==> src/rtl/pmu_pkg.sv <==
// -----------------------------------------------------------------------------
// pmu_pkg
// Shared definitions for the PMU sequencing logic: clock-source codes, the
// scheduler FSM state encoding, change_vector field layout, the power-on
// shadow value and small helpers that operate on the packed shadow word.
// The source codes and field positions are the same ones power_manager
// decodes, so that block can import this package instead of using local
// defines.
//
// Shadow word layout (9 bits): [8:6] clock1, [5:3] clock2, [2:0] clock3.
// Domain mask layout (3 bits): bit2 clock1, bit1 clock2, bit0 clock3, so
// mask bit k always selects shadow field [3k+2:3k].
// -----------------------------------------------------------------------------
package pmu_pkg;

    // Clock-source codes understood by power_manager
    localparam logic [2:0] SET_PLL = 3'd0;
    localparam logic [2:0] SET_CLK = 3'd1;
    localparam logic [2:0] SET_FR1 = 3'd2;
    localparam logic [2:0] SET_FR2 = 3'd3;
    localparam logic [2:0] SET_FR3 = 3'd4;

    // Scheduler FSM states
    typedef enum logic [2:0] {
        ST_IDLE   = 3'd0,
        ST_GRANT  = 3'd1,
        ST_ISSUE  = 3'd2,
        ST_SETTLE = 3'd3,
        ST_ACK    = 3'd4
    } pmu_state_e;

    // change_vector field positions
    localparam int CV_MASK_MSB = 7;
    localparam int CV_MASK_LSB = 5;
    localparam int CV_MODE_MSB = 2;
    localparam int CV_MODE_LSB = 0;

    // Clock settings power_manager comes out of reset with
    localparam logic [8:0] CUR_MODE_POR = {SET_CLK, SET_FR2, SET_PLL};

    // Pack a domain mask and source code into a change_vector word
    function automatic logic [7:0] build_cv(input logic [2:0] mask, input logic [2:0] mode);
        return {mask, 2'b00, mode};
    endfunction

    // True when every clock selected by mask already runs at mode
    function automatic logic shadow_hit(input logic [8:0] cur, input logic [2:0] mask,
                                        input logic [2:0] mode);
        logic hit;
        hit = 1'b1;
        for (int k = 0; k < 3; k++) begin
            hit = hit & (~mask[k] | (cur[k*3 +: 3] == mode));
        end
        return hit;
    endfunction

    // Shadow word after mode has been applied to every masked clock
    function automatic logic [8:0] shadow_apply(input logic [8:0] cur, input logic [2:0] mask,
                                                input logic [2:0] mode);
        logic [8:0] res;
        res = cur;
        for (int k = 0; k < 3; k++) begin
            res[k*3 +: 3] = mask[k] ? mode : cur[k*3 +: 3];
        end
        return res;
    endfunction

endpackage

==> src/rtl/pmu_rr_arbiter.sv <==
// -----------------------------------------------------------------------------
// pmu_rr_arbiter
// Combinational round-robin arbiter. The search starts one position after
// the last granted index and wraps from NUM_REQ-1 back to 0, so the last
// winner has the lowest priority on the next round.
//
// Ports:
//   req  in  NUM_REQ : request vector
//   ptr  in  IW      : index granted last time
//   gnt  out NUM_REQ : one-hot grant (all zero when req == 0)
//   idx  out IW      : index of the granted requester (0 when none)
// -----------------------------------------------------------------------------
module pmu_rr_arbiter #(
    parameter int NUM_REQ = 4,
    parameter int IW      = (NUM_REQ > 1) ? $clog2(NUM_REQ) : 1
) (
    input  logic [NUM_REQ-1:0] req,
    input  logic [IW-1:0]      ptr,
    output logic [NUM_REQ-1:0] gnt,
    output logic [IW-1:0]      idx
);

    // Walk the requesters in priority order; the first hit wins
    always_comb begin
        logic          found;
        logic          hit;
        logic [IW-1:0] cand;
        found = 1'b0;
        hit   = 1'b0;
        cand  = '0;
        gnt   = '0;
        idx   = '0;
        for (int i = 1; i <= NUM_REQ; i++) begin
            cand  = IW'((int'(ptr) + i) % NUM_REQ);
            hit   = ~found & req[cand];
            found = found | hit;
            idx   = hit ? cand : idx;
            gnt   = gnt | (hit ? ({{(NUM_REQ-1){1'b0}}, 1'b1} << cand) : '0);
        end
    end

endmodule

==> src/rtl/pmu_scheduler.sv <==
// -----------------------------------------------------------------------------
// pmu_scheduler
// Round-robin sequencer in front of power_manager. Each requester asks for a
// clock source on a subset of the three generated clocks; one request is
// served at a time: the command is checked against the shadow of the current
// clock settings, issued as a single change strobe if needed, held for a
// settle window and then acknowledged. Redundant requests are acknowledged
// without touching the PMU; invalid source codes are acknowledged with err.
//
// Ports:
//   clk            in  1          system clock (shared with power_manager)
//   reset_n        in  1          asynchronous active-low reset
//   req            in  NUM_REQ    level requests, held until ack
//   req_domain     in  3*NUM_REQ  per-requester clock mask
//   req_mode       in  3*NUM_REQ  per-requester source code
//   ack            out NUM_REQ    one-cycle completion pulse
//   err            out 1          one-cycle reject pulse, coincident with ack
//   busy           out 1          high outside IDLE
//   change         out 1          one-cycle strobe to power_manager
//   change_vector  out 8          {mask, 2'b00, mode}, held between strobes
//   cur_mode       out 9          shadow settings {clock1, clock2, clock3}
//
// Optional feature: define PMU_IDLE_SLEEP_EN to add an idle counter that,
// after IDLE_TIMEOUT request-free IDLE cycles, downclocks clock2/clock3 to
// SET_FR1 through an internal command that generates no ack.
// -----------------------------------------------------------------------------
module pmu_scheduler
    import pmu_pkg::*;
#(
    parameter int          NUM_REQ       = 4,
    parameter int          SETTLE_CYCLES = 16,
    parameter logic [23:0] IDLE_TIMEOUT  = 24'd12_000_000
) (
    input  logic                   clk,
    input  logic                   reset_n,
    input  logic [NUM_REQ-1:0]     req,
    input  logic [3*NUM_REQ-1:0]   req_domain,
    input  logic [3*NUM_REQ-1:0]   req_mode,
    output logic [NUM_REQ-1:0]     ack,
    output logic                   err,
    output logic                   busy,
    output logic                   change,
    output logic [7:0]             change_vector,
    output logic [8:0]             cur_mode
);

    localparam int IW = (NUM_REQ > 1) ? $clog2(NUM_REQ) : 1;
    localparam logic [15:0] SETTLE_LOAD = 16'(SETTLE_CYCLES - 1);

    pmu_state_e          state_q, state_d;
    logic [IW-1:0]       idx_q, idx_d;
    logic [IW-1:0]       ptr_q, ptr_d;
    logic [2:0]          mask_q, mask_d;
    logic [2:0]          mode_q, mode_d;
    logic [15:0]         cnt_q, cnt_d;
    logic [NUM_REQ-1:0]  ack_q, ack_d;
    logic                err_q, err_d;
    logic                busy_q, busy_d;
    logic                change_q, change_d;
    logic [7:0]          cv_q, cv_d;
    logic [8:0]          cur_q, cur_d;

`ifdef PMU_IDLE_SLEEP_EN
    logic [23:0]         idle_cnt_q, idle_cnt_d;
    logic                armed_q, armed_d;
    logic                auto_q, auto_d;
`endif

    logic [NUM_REQ-1:0]  arb_gnt;
    logic [IW-1:0]       arb_idx;
    logic                arb_valid;
    logic [2:0]          dom_a [NUM_REQ];
    logic [2:0]          mode_a [NUM_REQ];
    logic [NUM_REQ-1:0]  ack_onehot;

    pmu_rr_arbiter #(
        .NUM_REQ (NUM_REQ),
        .IW      (IW)
    ) u_arb (
        .req (req),
        .ptr (ptr_q),
        .gnt (arb_gnt),
        .idx (arb_idx)
    );

    assign arb_valid  = |arb_gnt;
    assign ack_onehot = {{(NUM_REQ-1){1'b0}}, 1'b1} << idx_q;

    // Unpack the flat per-requester mask/mode buses for indexed selection
    always_comb begin
        for (int i = 0; i < NUM_REQ; i++) begin
            dom_a[i]  = req_domain[i*3 +: 3];
            mode_a[i] = req_mode[i*3 +: 3];
        end
    end

    // Next-state and next-output logic; outputs are set on the transition
    // into the state that owns them so they appear registered in that state
    always_comb begin
        state_d  = state_q;
        idx_d    = idx_q;
        ptr_d    = ptr_q;
        mask_d   = mask_q;
        mode_d   = mode_q;
        cnt_d    = cnt_q;
        ack_d    = '0;
        err_d    = 1'b0;
        change_d = 1'b0;
        cv_d     = cv_q;
        cur_d    = cur_q;
`ifdef PMU_IDLE_SLEEP_EN
        armed_d  = armed_q;
        auto_d   = auto_q;
        // Count request-free IDLE cycles, saturating at the timeout
        if ((state_q == ST_IDLE) && (req == '0) && armed_q) begin
            idle_cnt_d = (idle_cnt_q == IDLE_TIMEOUT) ? idle_cnt_q : idle_cnt_q + 24'd1;
        end else begin
            idle_cnt_d = 24'd0;
        end
`endif

        case (state_q)
            ST_IDLE: begin
                if (arb_valid) begin
                    idx_d   = arb_idx;
                    mask_d  = dom_a[arb_idx];
                    mode_d  = mode_a[arb_idx];
                    state_d = ST_GRANT;
                end
`ifdef PMU_IDLE_SLEEP_EN
                else if (armed_q && (idle_cnt_q == IDLE_TIMEOUT)) begin
                    // Internal downclock of clock2/clock3; skips GRANT
                    auto_d     = 1'b1;
                    armed_d    = 1'b0;
                    idle_cnt_d = 24'd0;
                    mask_d     = 3'b011;
                    mode_d     = SET_FR1;
                    change_d   = 1'b1;
                    cv_d       = build_cv(3'b011, SET_FR1);
                    cur_d      = shadow_apply(cur_q, 3'b011, SET_FR1);
                    cnt_d      = SETTLE_LOAD;
                    state_d    = ST_ISSUE;
                end
`endif
                else begin
                    state_d = ST_IDLE;
                end
            end

            ST_GRANT: begin
                if (mode_q > SET_FR3) begin
                    ack_d   = ack_onehot;
                    err_d   = 1'b1;
                    state_d = ST_ACK;
                end else if ((mask_q == 3'b000) || shadow_hit(cur_q, mask_q, mode_q)) begin
                    // Nothing to change: acknowledge without a PMU command
                    ack_d   = ack_onehot;
                    state_d = ST_ACK;
                end else begin
                    change_d = 1'b1;
                    cv_d     = build_cv(mask_q, mode_q);
                    cur_d    = shadow_apply(cur_q, mask_q, mode_q);
                    cnt_d    = SETTLE_LOAD;
                    state_d  = ST_ISSUE;
                end
            end

            ST_ISSUE: begin
                state_d = ST_SETTLE;
            end

            ST_SETTLE: begin
                if (cnt_q == 16'd0) begin
`ifdef PMU_IDLE_SLEEP_EN
                    ack_d = auto_q ? '0 : ack_onehot;
`else
                    ack_d = ack_onehot;
`endif
                    state_d = ST_ACK;
                end else begin
                    cnt_d = cnt_q - 16'd1;
                end
            end

            ST_ACK: begin
`ifdef PMU_IDLE_SLEEP_EN
                // The internal command neither moves the pointer nor re-arms
                if (!auto_q) begin
                    ptr_d   = idx_q;
                    armed_d = 1'b1;
                end else begin
                    auto_d  = 1'b0;
                end
`else
                ptr_d = idx_q;
`endif
                state_d = ST_IDLE;
            end

            default: begin
                state_d = ST_IDLE;
            end
        endcase

        busy_d = (state_d != ST_IDLE);
    end

    // State and output registers
    always_ff @(posedge clk or negedge reset_n) begin
        if (!reset_n) begin
            state_q  <= ST_IDLE;
            idx_q    <= '0;
            ptr_q    <= IW'(NUM_REQ - 1);
            mask_q   <= 3'b000;
            mode_q   <= 3'b000;
            cnt_q    <= 16'd0;
            ack_q    <= '0;
            err_q    <= 1'b0;
            busy_q   <= 1'b0;
            change_q <= 1'b0;
            cv_q     <= 8'h00;
            cur_q    <= CUR_MODE_POR;
`ifdef PMU_IDLE_SLEEP_EN
            idle_cnt_q <= 24'd0;
            armed_q    <= 1'b1;
            auto_q     <= 1'b0;
`endif
        end else begin
            state_q  <= state_d;
            idx_q    <= idx_d;
            ptr_q    <= ptr_d;
            mask_q   <= mask_d;
            mode_q   <= mode_d;
            cnt_q    <= cnt_d;
            ack_q    <= ack_d;
            err_q    <= err_d;
            busy_q   <= busy_d;
            change_q <= change_d;
            cv_q     <= cv_d;
            cur_q    <= cur_d;
`ifdef PMU_IDLE_SLEEP_EN
            idle_cnt_q <= idle_cnt_d;
            armed_q    <= armed_d;
            auto_q     <= auto_d;
`endif
        end
    end

    assign ack           = ack_q;
    assign err           = err_q;
    assign busy          = busy_q;
    assign change        = change_q;
    assign change_vector = cv_q;
    assign cur_mode      = cur_q;

endmodule

==> config.mk <==
export PLATFORM = sky130hd
export DESIGN_NAME = pmu_scheduler
export DESIGN_NICKNAME = d
export VERILOG_FILES = /design/src/rtl/pmu_pkg.sv /design/src/rtl/pmu_rr_arbiter.sv /design/src/rtl/pmu_scheduler.sv
export SDC_FILE = /design/constraint.sdc
export NUM_CORES = 1
export LEC_CHECK = 0
export BUFFER_PORTS_ARGS = -buffer_cell sky130_fd_sc_hd__buf_4
export CAP_MARGIN = 25
export CELL_PAD_IN_SITES_DETAIL_PLACEMENT = 1
export CELL_PAD_IN_SITES_GLOBAL_PLACEMENT = 1
export CORE_ASPECT_RATIO = 2
export CORE_MARGIN = 2
export CORE_UTILIZATION = 46
export CTS_CLUSTER_SIZE = 14
export DETAILED_ROUTE_END_ITERATION = 16
export MAX_ROUTING_LAYER = met4
export PLACE_DENSITY_LB_ADDON = 0.1
export SLEW_MARGIN = 20
export SYNTH_ARGS = -nofsm -noshare
export SYNTH_HDL_FRONTEND = slang
export SYNTH_SLANG_ARGS = --single-unit
==> constraint.sdc <==
create_clock -name clk -period 8 [get_ports clk]
set_clock_uncertainty 0.2 [all_clocks]
set_input_delay 0.4 -clock clk [delete_from_list [all_inputs] [get_ports clk]]
set_output_delay 0.4 -clock clk [all_outputs]
set_load 0.02 [all_outputs]
== After elaboration in Yosys (flattened, before gate mapping) ==
Index checks and enable logic that the tools add are counted.

* Register bits: 51
* Input bits: 30
* Output and inout bits: 24

* Add/subtract/negate cells: 5
* Order comparisons: 6
* Equal/unequal tests: 10
* Shift-type cells: 5
* Muxes and demuxes: 40
* Bitwise operators: 22
* Reductions and logical operators: 13

{| class="wikitable"
|+ Operator list
! kind !! number
|-
| 16-bit 2-to-1 mux || 3
|-
| 16-bit one-hot mux with 2 select lines || 1
|-
| 4-bit 2-to-1 mux || 7
|-
| 3-bit 2-to-1 mux || 7
|-
| 1-bit by 2-bit << shifter with 4-bit output (first input constant) || 5
|-
| 16-bit logical NOT || 1
|-
| 4-bit AND reduction || 4
|-
| 16-bit by 1-bit subtractor with 16-bit output (second input constant) || 1
|-
| 3-bit binary-select mux with 2-bit select || 2
|-
| 2-bit by 3-bit less-than comparator with 1-bit output (second input constant) || 4
|-
| 4-bit OR || 3
|-
| 3-bit one-hot mux with 4 select lines || 1
|-
| 1-bit 2-to-1 mux || 10
|-
| 3-bit equality test || 3
|-
| 1-bit binary-select mux with 2-bit select || 4
|-
| 2-bit 2-to-1 mux || 4
|-
| 1-bit NOT || 8
|-
| 4-bit one-hot mux with 2 select lines || 1
|-
| 3-bit by 2-bit equality test with 1-bit output (second input constant) || 2
|-
| 3-bit logical NOT || 2
|-
| 2-bit != test (second input constant) || 3
|-
| 1-bit AND || 5
|-
| 1-bit OR || 5
|-
| 2-bit by 1-bit adder with 2-bit output (second input constant) || 2
|-
| 12 further kinds || 13
|}

== Logic depth before layout (Yosys ltp) ==
Gate-level depths: netlist of the first run.

* Depth in word-level cells: 17
* Depth in mapped cells: 12
* Mapped depth without buffers: 8

== Modules after synthesis ==
A second synthesis of the first run with hierarchy kept.

* Cell total of the unflattened synthesis: 295
* Area total of the unflattened synthesis: 3123.0 um2

{| class="wikitable"
|+ By module, submodules not included
! module !! instances !! cells each !! area each (um2)
|-
| pmu_scheduler || 1 || 218 || 2560.0
|-
| pmu_rr_arbiter || 1 || 77 || 563.0
|}

== Worst setup path after synthesis of the first run ==
Ideal clock, no wire load.

* Path kind: flip-flop to flip-flop
* From: register ptr_q[0]
* To: register idx_q[1]
* Library setup time: 0.125 ns
* Arrival: 3.262 ns
* Data required time: 7.675 ns
* Slack: 4.413 ns
* Cell stages (with the launch flop): 10
* Period minus slack after synthesis: 3.587 ns
* Cells stage by stage: dfstp_2 -> buf_2 -> clkbuf_1 -> clkbuf_1 -> clkinv_1 -> ha_1 -> mux4_2 -> or3_1 -> o32a_1 -> mux2_2

* Cells in the longest elaborated chain, start to end: 15

{| class="wikitable"
|+ RTL lines
! item !! line !! text
|-
| start, declared || pmu_scheduler.sv:52 || <nowiki>logic [IW-1:0] ptr_q, ptr_d;</nowiki>
|-
| start signal, assigned || pmu_scheduler.sv:213 || <nowiki>ptr_q <= IW'(NUM_REQ - 1);</nowiki>
|-
| start signal, assigned || pmu_scheduler.sv:231 || <nowiki>ptr_q <= ptr_d;</nowiki>
|-
| 2-bit by 1-bit adder with 2-bit output || pmu_rr_arbiter.sv:34 || <nowiki>cand = IW'((int'(ptr) + i) % NUM_REQ);</nowiki>
|-
| 1-bit binary-select mux with 2-bit select || pmu_rr_arbiter.sv:35 || <nowiki>hit = ~found & req[cand];</nowiki>
|-
| 1-bit 2-to-1 mux (implied by the code) || pmu_rr_arbiter.sv:35 ||
|-
| 1-bit NOT || pmu_rr_arbiter.sv:35 ||
|-
| 1-bit AND || pmu_rr_arbiter.sv:35 ||
|-
| 1-bit OR || pmu_rr_arbiter.sv:36 || <nowiki>found = found | hit;</nowiki>
|-
| 1-bit NOT || pmu_rr_arbiter.sv:35 ||
|-
| 1-bit AND || pmu_rr_arbiter.sv:35 ||
|-
| 1-bit OR || pmu_rr_arbiter.sv:36 ||
|-
| 1-bit NOT || pmu_rr_arbiter.sv:35 ||
|-
| 1-bit AND || pmu_rr_arbiter.sv:35 ||
|-
| 4-bit 2-to-1 mux || pmu_rr_arbiter.sv:38 || <nowiki>gnt = gnt | (hit ? ({{(NUM_REQ-1){1'b0}}, 1'b1} << cand) : '0);</nowiki>
|-
| 4-bit OR || pmu_rr_arbiter.sv:38 ||
|-
| 4-bit OR reduction || pmu_scheduler.sv:86 || <nowiki>assign arb_valid = |arb_gnt;</nowiki>
|-
| 2-bit AND reduction (no source line) || n/a ||
|-
| end signal, assigned || pmu_scheduler.sv:230 || <nowiki>idx_q <= idx_d;</nowiki>
|-
| end, declared || pmu_scheduler.sv:51 || <nowiki>logic [IW-1:0] idx_q, idx_d;</nowiki>
|}

Parallel ways exist; a longest one is shown, timed or not. The select of a mux whose other input is x is not followed.
A chain may end at the register's enable or synchronous reset.

== Worst setup path in the final report of the first run ==
* From: register ptr_q[0]
* To: register mask_q[1]

* Cells in the longest elaborated chain, start to end: 16

{| class="wikitable"
|+ RTL lines
! item !! line !! text
|-
| 2-bit by 1-bit adder with 2-bit output || pmu_rr_arbiter.sv:34 ||
|-
| 1-bit binary-select mux with 2-bit select || pmu_rr_arbiter.sv:35 ||
|-
| 1-bit 2-to-1 mux (implied by the code) || pmu_rr_arbiter.sv:35 ||
|-
| 1-bit NOT || pmu_rr_arbiter.sv:35 ||
|-
| 1-bit AND || pmu_rr_arbiter.sv:35 ||
|-
| 1-bit OR || pmu_rr_arbiter.sv:36 ||
|-
| 1-bit NOT || pmu_rr_arbiter.sv:35 ||
|-
| 1-bit AND || pmu_rr_arbiter.sv:35 ||
|-
| 1-bit OR || pmu_rr_arbiter.sv:36 ||
|-
| 1-bit NOT || pmu_rr_arbiter.sv:35 ||
|-
| 1-bit AND || pmu_rr_arbiter.sv:35 ||
|-
| 2-bit 2-to-1 mux || pmu_rr_arbiter.sv:37 || <nowiki>idx = hit ? cand : idx;</nowiki>
|-
| 2-bit NOT with 3-bit output (implied by the code) || pmu_scheduler.sv:126 || <nowiki>mask_d = dom_a[arb_idx];</nowiki>
|-
| 3-bit binary-select mux with 2-bit select || pmu_scheduler.sv:126 ||
|-
| 3-bit 2-to-1 mux (implied by the code) (2 in a row) || pmu_scheduler.sv:126 ||
|-
| end signal, assigned || pmu_scheduler.sv:232 || <nowiki>mask_q <= mask_d;</nowiki>
|-
| end, declared || pmu_scheduler.sv:53 || <nowiki>logic [2:0] mask_q, mask_d;</nowiki>
|}

Parallel ways exist; a longest one is shown, timed or not. The select of a mux whose other input is x is not followed.

==> results of run 1 <==
state kept, by name, summed over array words and instances, names as in the netlist:
register       flops
err                1
state_q            3
change             1
mode_q             3
ptr_q              2
ack                4
busy               1
mask_q             3
cnt_q             16
cur_mode           9
idx_q              2
change_vector      6
layer usage:
layer	wire length, um	vias up	track usage
li1	-	1191	-
met2	4453	48	0.4321
met3	160	14	0.03736
met4	197	0	0.09375
met1	2747	1240	0.2328
met5	0	-	-
final cells by class:
class / count / area (um2) / share of cell area
Clock buffer: 6 / 128.9 / 0.03613
Clock inverter: 2 / 12.51 / 0.003508
Inverter: 11 / 41.29 / 0.01157
Multi-Input combinational cell: 227 / 1582 / 0.4434
Sequential cell: 51 / 1282 / 0.3595
Tap cell: 86 / 107.6 / 0.03016
Timing Repair Buffer: 55 / 412.9 / 0.1157
critical path, delay by kind of cell, from the launching register on:
kind | cells | cell delay (ps)
AOI/OAI and AO/OA | 3 | 1000
DFF | 1 | 870
adders and majority gates | 1 | 460
buffers and inverters | 1 | 440
and+or+nand+nor | 2 | 420
muxes | 1 | 380
power breakdown:
part / total (mW) / switching [mW] / internal, mW
logic: 0.703 / 0.396 / 0.307
clock network: 0.206 / 0.0905 / 0.115
registers: 0.488 / 0.126 / 0.361
logic make-up (layout without fill, tap and decap cells):
kind of cell	after synthesis	count (layout)	synth area share
adder cells (fa/ha/maj)	8	8	0.03349
flip-flops	51	51	0.4290
AND/OR/NAND/NOR	120	120	0.2072
AO/OA/AOI/OAI	55	55	0.1319
XOR/XNOR	22	22	0.06446
buffers and inverters	31	74	0.04311
multiplexers	20	20	0.08958
other	1	2	0.001255
cells in the mapped netlist (2+ instances only):
master | number | area (um2)
a21oi_1 | 5 | 25.02
a31oi_1 | 7 | 43.79
buf_2 | 4 | 20.02
buf_4 | 2 | 15.01
clkbuf_1 | 13 | 48.80
dfrtp_1 | 46 | 1151
dfstp_2 | 5 | 131.4
ha_1 | 8 | 100.1
inv_1 | 10 | 37.54
mux2_2 | 14 | 157.7
mux2i_1 | 2 | 20.02
mux4_2 | 4 | 90.09
nand2_1 | 23 | 86.33
nand2b_1 | 8 | 50.05
nand3_1 | 13 | 65.06
nand3b_1 | 2 | 15.01
nand4_1 | 5 | 31.28
nand4b_1 | 2 | 17.52
nor2_1 | 31 | 116.4
nor2b_1 | 6 | 37.54
nor3_1 | 7 | 35.03
nor3b_1 | 3 | 22.52
nor4_1 | 5 | 31.28
o2111ai_1 | 6 | 52.55
o211ai_1 | 7 | 52.55
o21ai_0 | 14 | 70.07
o221ai_1 | 2 | 17.52
o31a_1 | 4 | 35.03
o32a_1 | 2 | 20.02
or3_1 | 7 | 43.79
or4_1 | 3 | 22.52
or4_4 | 2 | 22.52
xor2_1 | 21 | 183.9
per-stage QoR:
step / util / area (um2) / hold slack [ps]
finish: 0.5653 / 3567 / 263.5
floorplan: - / 2993 / -95.59
detailed placement: 0.5394 / 3403 / 260.6
CTS: 0.5634 / 3555 / 268.8
global placement: 0.5394 / 3403 / 260.6
global route: 0.5653 / 3567 / 279.8
timing repair:
item | CTS | global route
hold buffers | 1 | 0
resized for setup | 0 | 0
hold endpoints to repair | 46 | 0
how the worst max path moves through the flow:
stage	endpoint	slack [ps]	startpoint
floorplan	idx_q[1]$_DFFE_PN0P_	4410	ptr_q[0]$_DFFE_PN1N_
global placement	mode_q[2]$_DFFE_PN0P_	4230	ptr_q[0]$_DFFE_PN1N_
detailed placement	mask_q[2]$_DFFE_PN0P_	4080	ptr_q[0]$_DFFE_PN1N_
CTS	mask_q[1]$_DFFE_PN0P_	4020	ptr_q[0]$_DFFE_PN1N_
global route	mask_q[1]$_DFFE_PN0P_	3580	ptr_q[0]$_DFFE_PN1N_
finish	mask_q[1]$_DFFE_PN0P_	4040	ptr_q[0]$_DFFE_PN1N_
==> results.cfg, run 1 <==
[drt]
antenna_left = 0
via_count = 2493
dr.pass1.iters = 4
finalWirelength_mm = 7.558
drt_iter0_drc = 90
routedWlPerCell_um = 17.26
post_drt_via_cell_ratio = 5.692
post-route-drc-count = 0

[synth]
synth_edf_count = 0
synth_seq_cells = 51
async_flop_share = 1.000
synth.distinct_cells = 48
synthCells = 308
avgSynthCellArea_um2 = 9.705
synth_flop_cell = dfrtp_1
synth_seq_area_share = 0.4290
syn_area_mm2 = 0.002989
synth_warnings = 0

[placement]
dp.cells = 427
place_ws_ps = 4079
portBuffers = 51
hpwl_mm = 5.574
place.gp.congestion = 0.8753

[min_path]
hold_class = primary input to flip-flop
holdPathEnd = mask_q[2]$_DFFE_PN0P_
min_from = req_domain[11]
hold_depth = 3

[worst_setup_path]
crit-reg2reg-launch = ptr_q[0]$_DFFE_PN1N_
cp_cell_sequence = clkinv_1, ha_1, mux4_2, or2_2, o211ai_1, nand2b_1, o211ai_1, a31oi_1
crit_type = flip-flop to flip-flop
r2r_end = mask_q[1]$_DFFE_PN0P_
slowest_delay_ps = 870
arrival_ps = 3890
critPathMostFrequentCell = o211ai_1
startpoint_type = flip-flop
cp_slowest_cell = dfstp_2
worstPathMaxFanout = 30
crit_path_end_kind = flip-flop
worst_ep_required_time_ps = 7930
r2r_setup_slack_ps = 4040
worstRegToRegCells = 8

[finish]
fillers = 742
fin_nets = 389
antenna_cells = 0
final_cell_mix = buf_4 (53), dfrtp_1 (46), nor2_1 (31)
final_layout_size_suffix_gt1_frac = 0.2585
synthToLayoutAreaGrowth_pct = 19.34
fin_cells = 438
layout_commonest_cell = buf_4

[timing]
hold_violations = 0
fin_crit_ps = 3962
fin_tns_setup_ps = 0
rsz0062_at_grt = no
worst_pin_slew_ps = 921.7
finalCritPeriodShare = 0.4952
fmax_mhz = 252.4
setup_violations = 0
slew_headroom = 0.3696
worst_slack_ps = 4038
drv_slew = 0

[clock_tree]
cts_root_buf = clkbuf_16
cts.sinks = 51
cts_tree = yes
cts_buffer_depth = 2
cts_made_buffers = 5
clkLatencyLatePin_ps = 290
cts_setup_buffers = 0
clkTransAtPathRegs_ps = 60
h-tree-depth = 2

[global_route]
antenna_found_initial = 0
grt_first_pass_wirelength_mm = 12.62
grt_pass1_vias = 2653
grt_start_max_net_pins = 52
grt_overflow_total = 0
grtUsageTotal = 0.2364

[die]
die_height_um = 118
die-area_mm2 = 0.007198
core_region_area_mm2 = 0.006310
die_x_um = 61
num_rows = 41
start_util = 0.4737
io_pins = 54

[run]
maxCapViolCount = 0

[power_and_ir_drop]
p_per_area_mw_per_mm2 = 391.6
ir_worst_vdd_v = 0.0001769
finalPower_mw = 1.397
power.leakage_nw = 1.529

[outcome]
status = complete, no violations
Power figures use the tool's default switching activity.
==> run 2: changes to the inputs <==
- CORE_UTILIZATION: 46 -> 43
- clock period: 8 -> 3.9 ns (I/O delays scaled with it)
==> run 2 against run 1 <==
  * Setup slack lost 3500 ps
  * Final area rose by 1.2%
  * Via count fell by 0.48%
  * Die area up 6.6%
  * Clock-buffer cell count decreased by 1
  * Cell count grew 0.91%
  * Highest routed layer unchanged
  * Largest power group unchanged
  * Non-clock buffer count unchanged
  * Wire length down 2.6%
  * Combinational power is 110% higher
  * Core utilization decreased by 3.7 points
==> results.cfg, run 2 (synthesized netlist as in run 1, its figures left out) <==
[worst_setup_path]
crit_type = flip-flop to flip-flop
cp_slowest_cell = dfstp_2
worst_ep_required_time_ps = 3910
worstPathMaxFanout = 30
startpoint_type = flip-flop
crit_path_end_kind = flip-flop
arrival_ps = 3380
slowest_delay_ps = 880
cp_cell_sequence = clkinv_1, ha_1, mux4_2, or3_1, o32ai_2, o2111ai_1, a31oi_1

[clock_tree]
clkTransAtPathRegs_ps = 60
h-tree-depth = 2
cts_root_buf = clkbuf_16
cts_buffer_depth = 2
cts_tree = yes
cts_made_buffers = 5
clkLatencyLatePin_ps = 290
cts.sinks = 51

[global_route]
met1_usage = 0.2533
antenna_found_initial = 0
grt_start_max_net_pins = 52
grtUsageTotal = 0.2101
grt_first_pass_wirelength_mm = 12.50
met2_usage = 0.3743
grt.busiest_layer = met2
grt_overflow_total = 0
grt_pass1_vias = 2599
grtUsageMet3 = 0.02031

[drt]
dr.pass1.iters = 4
via_count = 2481
post-route-drc-count = 0
routedWlPerCell_um = 16.65
post_drt_via_cell_ratio = 5.613
drt_iter0_drc = 78
antenna_left = 0
finalWirelength_mm = 7.359

[timing]
slew_headroom = 0.3170
worst_slack_ps = 526.0
fin_crit_ps = 3374
fin_tns_setup_ps = 0
worst_pin_slew_ps = 1015
finalCritPeriodShare = 0.8651
drv_slew = 0
fmax_mhz = 296.4
setup_violations = 0
hold_violations = 0
rsz0062_at_grt = no

[power_and_ir_drop]
p_per_area_mw_per_mm2 = 819.1
ir_worst_vdd_v = 0.0003945
power.leakage_nw = 1.546

[placement]
portBuffers = 51
place_ws_ps = 569.7
place_area_mm2 = 0.003423
place.gp.congestion = 0.7875
hpwl_mm = 5.288
dp.cells = 433

[finish]
antenna_cells = 0
final_cell_mix = buf_4 (54), dfrtp_1 (46), nor2_1 (31)
largest_reg_flops = 16
fin_cells = 442
final_layout_size_suffix_gt1_frac = 0.2642
fillers = 798
layout_commonest_cell = buf_4
utilization = 0.5281
regMostFlops = cnt_q
fin_nets = 389
synthToLayoutAreaGrowth_pct = 20.72
stdcell_area_mm2 = 0.003608

[die]
num_rows = 43
die-area_mm2 = 0.007675
io_pins = 54
start_util = 0.4375
die_x_um = 62.96
core_region_area_mm2 = 0.006833
die_height_um = 121.9

[min_path]
hold_class = primary input to flip-flop

[run]
maxCapViolCount = 0

[outcome]
status = complete, no violations
run 2: cell types whose count changed in the layout (fill, tap and decap cells not counted):
cell,delta
clkbuf_2,-1
clkinvlp_4,-1
bufinv_16,+1
a31oi_1,-1
a31oi_2,+1
clkinv_4,+1
buf_4,+1
clkbuf_1,-1
run 2: area by class of cell:
cell class | count | area, um2 | area share
multi-input cells | 227 | 1588 | 0.4400
flip-flops and latches | 51 | 1282 | 0.3554
repair buffers | 55 | 415.4 | 0.1151
clock buffers | 5 | 125.1 | 0.03467
well taps | 90 | 112.6 | 0.03121
clock inverters | 3 | 43.79 | 0.01214
inverters | 11 | 41.29 | 0.01144
run 2: final timing paths:
check	startpoint	endpoint	slack, ps	cells after the start
max	ptr_q[0]$_DFFE_PN1N_	mode_q[1]$_DFFE_PN0P_	530	7
max in group asynchronous	reset_n	cur_mode[2]$_DFFE_PN0P_	2800	2
max reg2reg	ptr_q[0]$_DFFE_PN1N_	mode_q[1]$_DFFE_PN0P_	530	7
min	req_domain[11]	mask_q[2]$_DFFE_PN0P_	60	3
min in group asynchronous	reset_n	ack[0]$_DFF_PN0_	280	2
min reg2reg	change_vector[0]$_DFFE_PN0P_	change_vector[0]$_DFFE_PN0P_	320	1
run 2: critical path, delay by kind of cell (launching register included):
family          cells  cell delay [ps]
flops               1              880
compound gates      3              850
simple gates        1              410
mux                 1              390
fa+ha+maj           1              380
buf+inv             1              190
run 2: timing repair:
item | 4_1_cts | 5_1_grt
resized for setup | 0 | 0
buffers inserted | 0 | 0
endpoints found under the hold margin | 46 | 0
hold buffers | 1 | 0
setup endpoints to repair | 0 | 0
run 2: per-layer routing:
layer,up-vias,part of all wire
li1,1189,-
met1,1236,0.42
met2,48,0.54
met3,8,0.022
met4,0,0.012
met5,-,0
run 2: power by group:
part	switching, mW	leakage (nW)	internal [mW]	total (mW)
combinational	0.805	0.844	0.653	1.46
sequential	0.263	0.618	0.740	1.00
clock	0.192	0.0838	0.303	0.495
total	1.26	1.55	1.70	2.96
run 2: stage by stage:
step                power, mW  hold WS [ps]
floorplan               1.987        -300.6
global placement        2.398         59.10
detailed placement      2.473         67.94
CTS                     2.985         61.76
global route            3.193         81.24
finish                  2.956         61.44
==> run 3: changes to the inputs <==
- ABC_AREA: not set -> 1
- CORE_UTILIZATION: 43 -> 40
==> run 3 against run 2 <==
  * Combinational power grew 24%
  * Register-to-register slack gained 530 ps
  * Wire length grew 12%
  * Final area grew 6.7%
==> results.cfg, run 3 <==
[outcome]
status = complete, no violations

[worst_setup_path]
arrival_ps = 2840
worst_ep_required_time_ps = 3890
crit_type = flip-flop to flip-flop
startpoint_type = flip-flop
crit_path_end_kind = flip-flop
worstRegToRegCells = 14
worstPathMaxFanout = 13

[finish]
seq_area_mm2 = 0.001282
multi_input_area_mm2 = 0.001628
fillers = 1035
antenna_cells = 0
fin_nets = 538
final_layout_size_suffix_gt1_frac = 0.1717
layout_commonest_cell = nand2_1
synthToLayoutAreaGrowth_pct = 18.35
stdcell_area_mm2 = 0.003850
fin_cells = 597
largest_reg_flops = 16
final_cell_mix = nand2_1 (151), inv_1 (59), buf_4 (52)
regMostFlops = cnt_q

[synth]
synth_seq_cells = 51
avgSynthCellArea_um2 = 7.165
synth_top_area_frac = 0.3538
synthCells = 454
synth_most_common_cell = nand2_1
yosys.area.top_type = dfrtp_1
syn_area_mm2 = 0.003253
synth_common_cells = nand2_1 (151), inv_1 (59), nand3_1 (51), dfrtp_1 (46), nor2_1 (38)
yosys-top-cells-area = dfrtp_1 (35%), nand2_1 (17%), nand3_1 (7.8%), inv_1 (6.8%), nor2_1 (4.4%)
async_flop_share = 1.000
synth_seq_area_share = 0.3942
synth.distinct_cells = 35
synth_edf_count = 0
synth_flop_cell = dfrtp_1
synth_warnings = 0

[timing]
fmax_mhz = 351.4
rsz0062_at_grt = no
finalCritPeriodShare = 0.7298
hold-worst-slack_ps = 89.02
hold_violations = 0
fin_crit_ps = 2846
worst_slack_ps = 1054
slew_headroom = 0.5552
fin_tns_setup_ps = 0
drv_slew = 0
setup_violations = 0
worst_pin_slew_ps = 667.2

[global_route]
met1_usage = 0.2000
antenna_found_initial = 0
grt_start_max_net_pins = 52
grt_first_pass_wirelength_mm = 14.15
grtUsageMet3 = 0.01798
grt.busiest_layer = met2
grt_overflow_total = 0
grt_pass1_vias = 3139
met2_usage = 0.3960
grtUsageTotal = 0.2096

[clock_tree]
cts_buffer_depth = 2
cts_made_buffers = 5
h-tree-depth = 2
clkLatencyLatePin_ps = 300
cts.sinks = 51
cts_setup_buffers = 0
cts_hold_buf = 1
clkTransAtPathRegs_ps = 60
cts_root_buf = clkbuf_16
cts_tree = yes
ctsResizeCount = 0

[die]
die_x_um = 67.77
core_region_area_mm2 = 0.007885
io_pins = 54
die-area_mm2 = 0.008914
die_height_um = 131.5
num_rows = 46
start_util = 0.4126

[drt]
post-route-drc-count = 0
antenna_left = 0
drt_iter0_drc = 108
post_drt_via_cell_ratio = 4.960
routedWlPerCell_um = 13.83
finalWirelength_mm = 8.257
via_count = 2961
dr.pass1.iters = 4

[power_and_ir_drop]
pwr-share-clk = 0.161
combPwrFrac = 0.552
power.leakage_nw = 2.159
ir_worst_vdd_v = 0.0005428
pwr-share-seq = 0.287
p_int_mw = 1.659
swShare = 0.4928
p_per_area_mw_per_mm2 = 849.5
switchingPower_mw = 1.612

[placement]
place_ws_ps = 1058
portBuffers = 51
dp.cells = 588
place.gp.congestion = 0.7728
hpwl_mm = 6.518
place_area_mm2 = 0.003662

[min_path]
hold_depth = 7
hold_class = primary input to flip-flop

[run]
maxCapViolCount = 0
## run 3: cell count changes after synthesis, sizes merged, moves of 7 or more
| cell | delta |
|---|---|
| buf | +7 |
| clkbuf | -12 |
| inv | +53 |
| mux2 | -14 |
| nand2 | +138 |
| nand2b | -8 |
| nand3 | +41 |
| nor2 | +9 |
## run 3: final cells by class
cell class	instances	share of cell area
clock buffer	6	0.03607
clock inverter	2	0.01007
inverter	63	0.06272
multi-input combinational	326	0.4228
sequential	51	0.3331
tap	96	0.03120
timing repair buffer	53	0.1040
## run 3: layer usage
metal	part of all wire	up-vias	wire [um]
met1	0.35	1409	2923
met5	0	-	0
met4	0.032	0	265
met3	0.018	16	145
li1	-	1491	-
met2	0.60	45	4923
## run 3: kinds of logic after synthesis
group	share of synthesized area
compound gates	0.03962
fa+ha+maj	0.03077
simple gates	0.3739
flops	0.3942
xor+xnor	0.05384
other cells	0.001153
buf+inv	0.1065
## run 3: path summary, 6_finish.rpt
| path | start | end | slack, ps |
|---|---|---|---|
| setup reg to reg | ptr_q[0]$_DFFE_PN1N_ | mask_q[2]$_DFFE_PN0P_ | 1050 |
| hold / removal | req_domain[3] | mask_q[0]$_DFFE_PN0P_ | 90 |
| max in group asynchronous | reset_n | cnt_q[13]$_DFFE_PN0P_ | 2780 |
| min in group asynchronous | reset_n | cnt_q[5]$_DFFE_PN0P_ | 260 |
| setup / recovery | ptr_q[0]$_DFFE_PN1N_ | mask_q[2]$_DFFE_PN0P_ | 1050 |
| hold reg to reg | change_vector[6]$_DFFE_PN0P_ | change_vector[6]$_DFFE_PN0P_ | 280 |
## run 3: power by group through the flow
stage	Sequential [mW]	Clock (mW)	Combinational, mW
final	0.938	0.527	1.81
after global placement	0.940	0	1.78
after floorplan	0.952	0	1.37
after global routing	0.969	0.560	2.07
after CTS	0.942	0.539	1.84
after detailed placement	0.949	0	1.83
## run 3: critical path, stage by stage, from the launching register on
cell and delay (ps):
dfstp_2 730, inv_6 100, ha_1 350, inv_1 110
nand2_2 80, nand2_4 110, nor2_1 70, nand2_1 70
nand3_2 240, nand2_2 290, nand2_1 80, nand3_1 90
nand2_1 70, nand2_1 70, nand2_1 50
## run 3: stage by stage
step	util	total power, mW
floorplan	-	2.323
global placement	0.4645	2.718
detailed placement	0.4645	2.779
CTS	0.4883	3.327
global route	0.4883	3.597
finish	0.4883	3.271
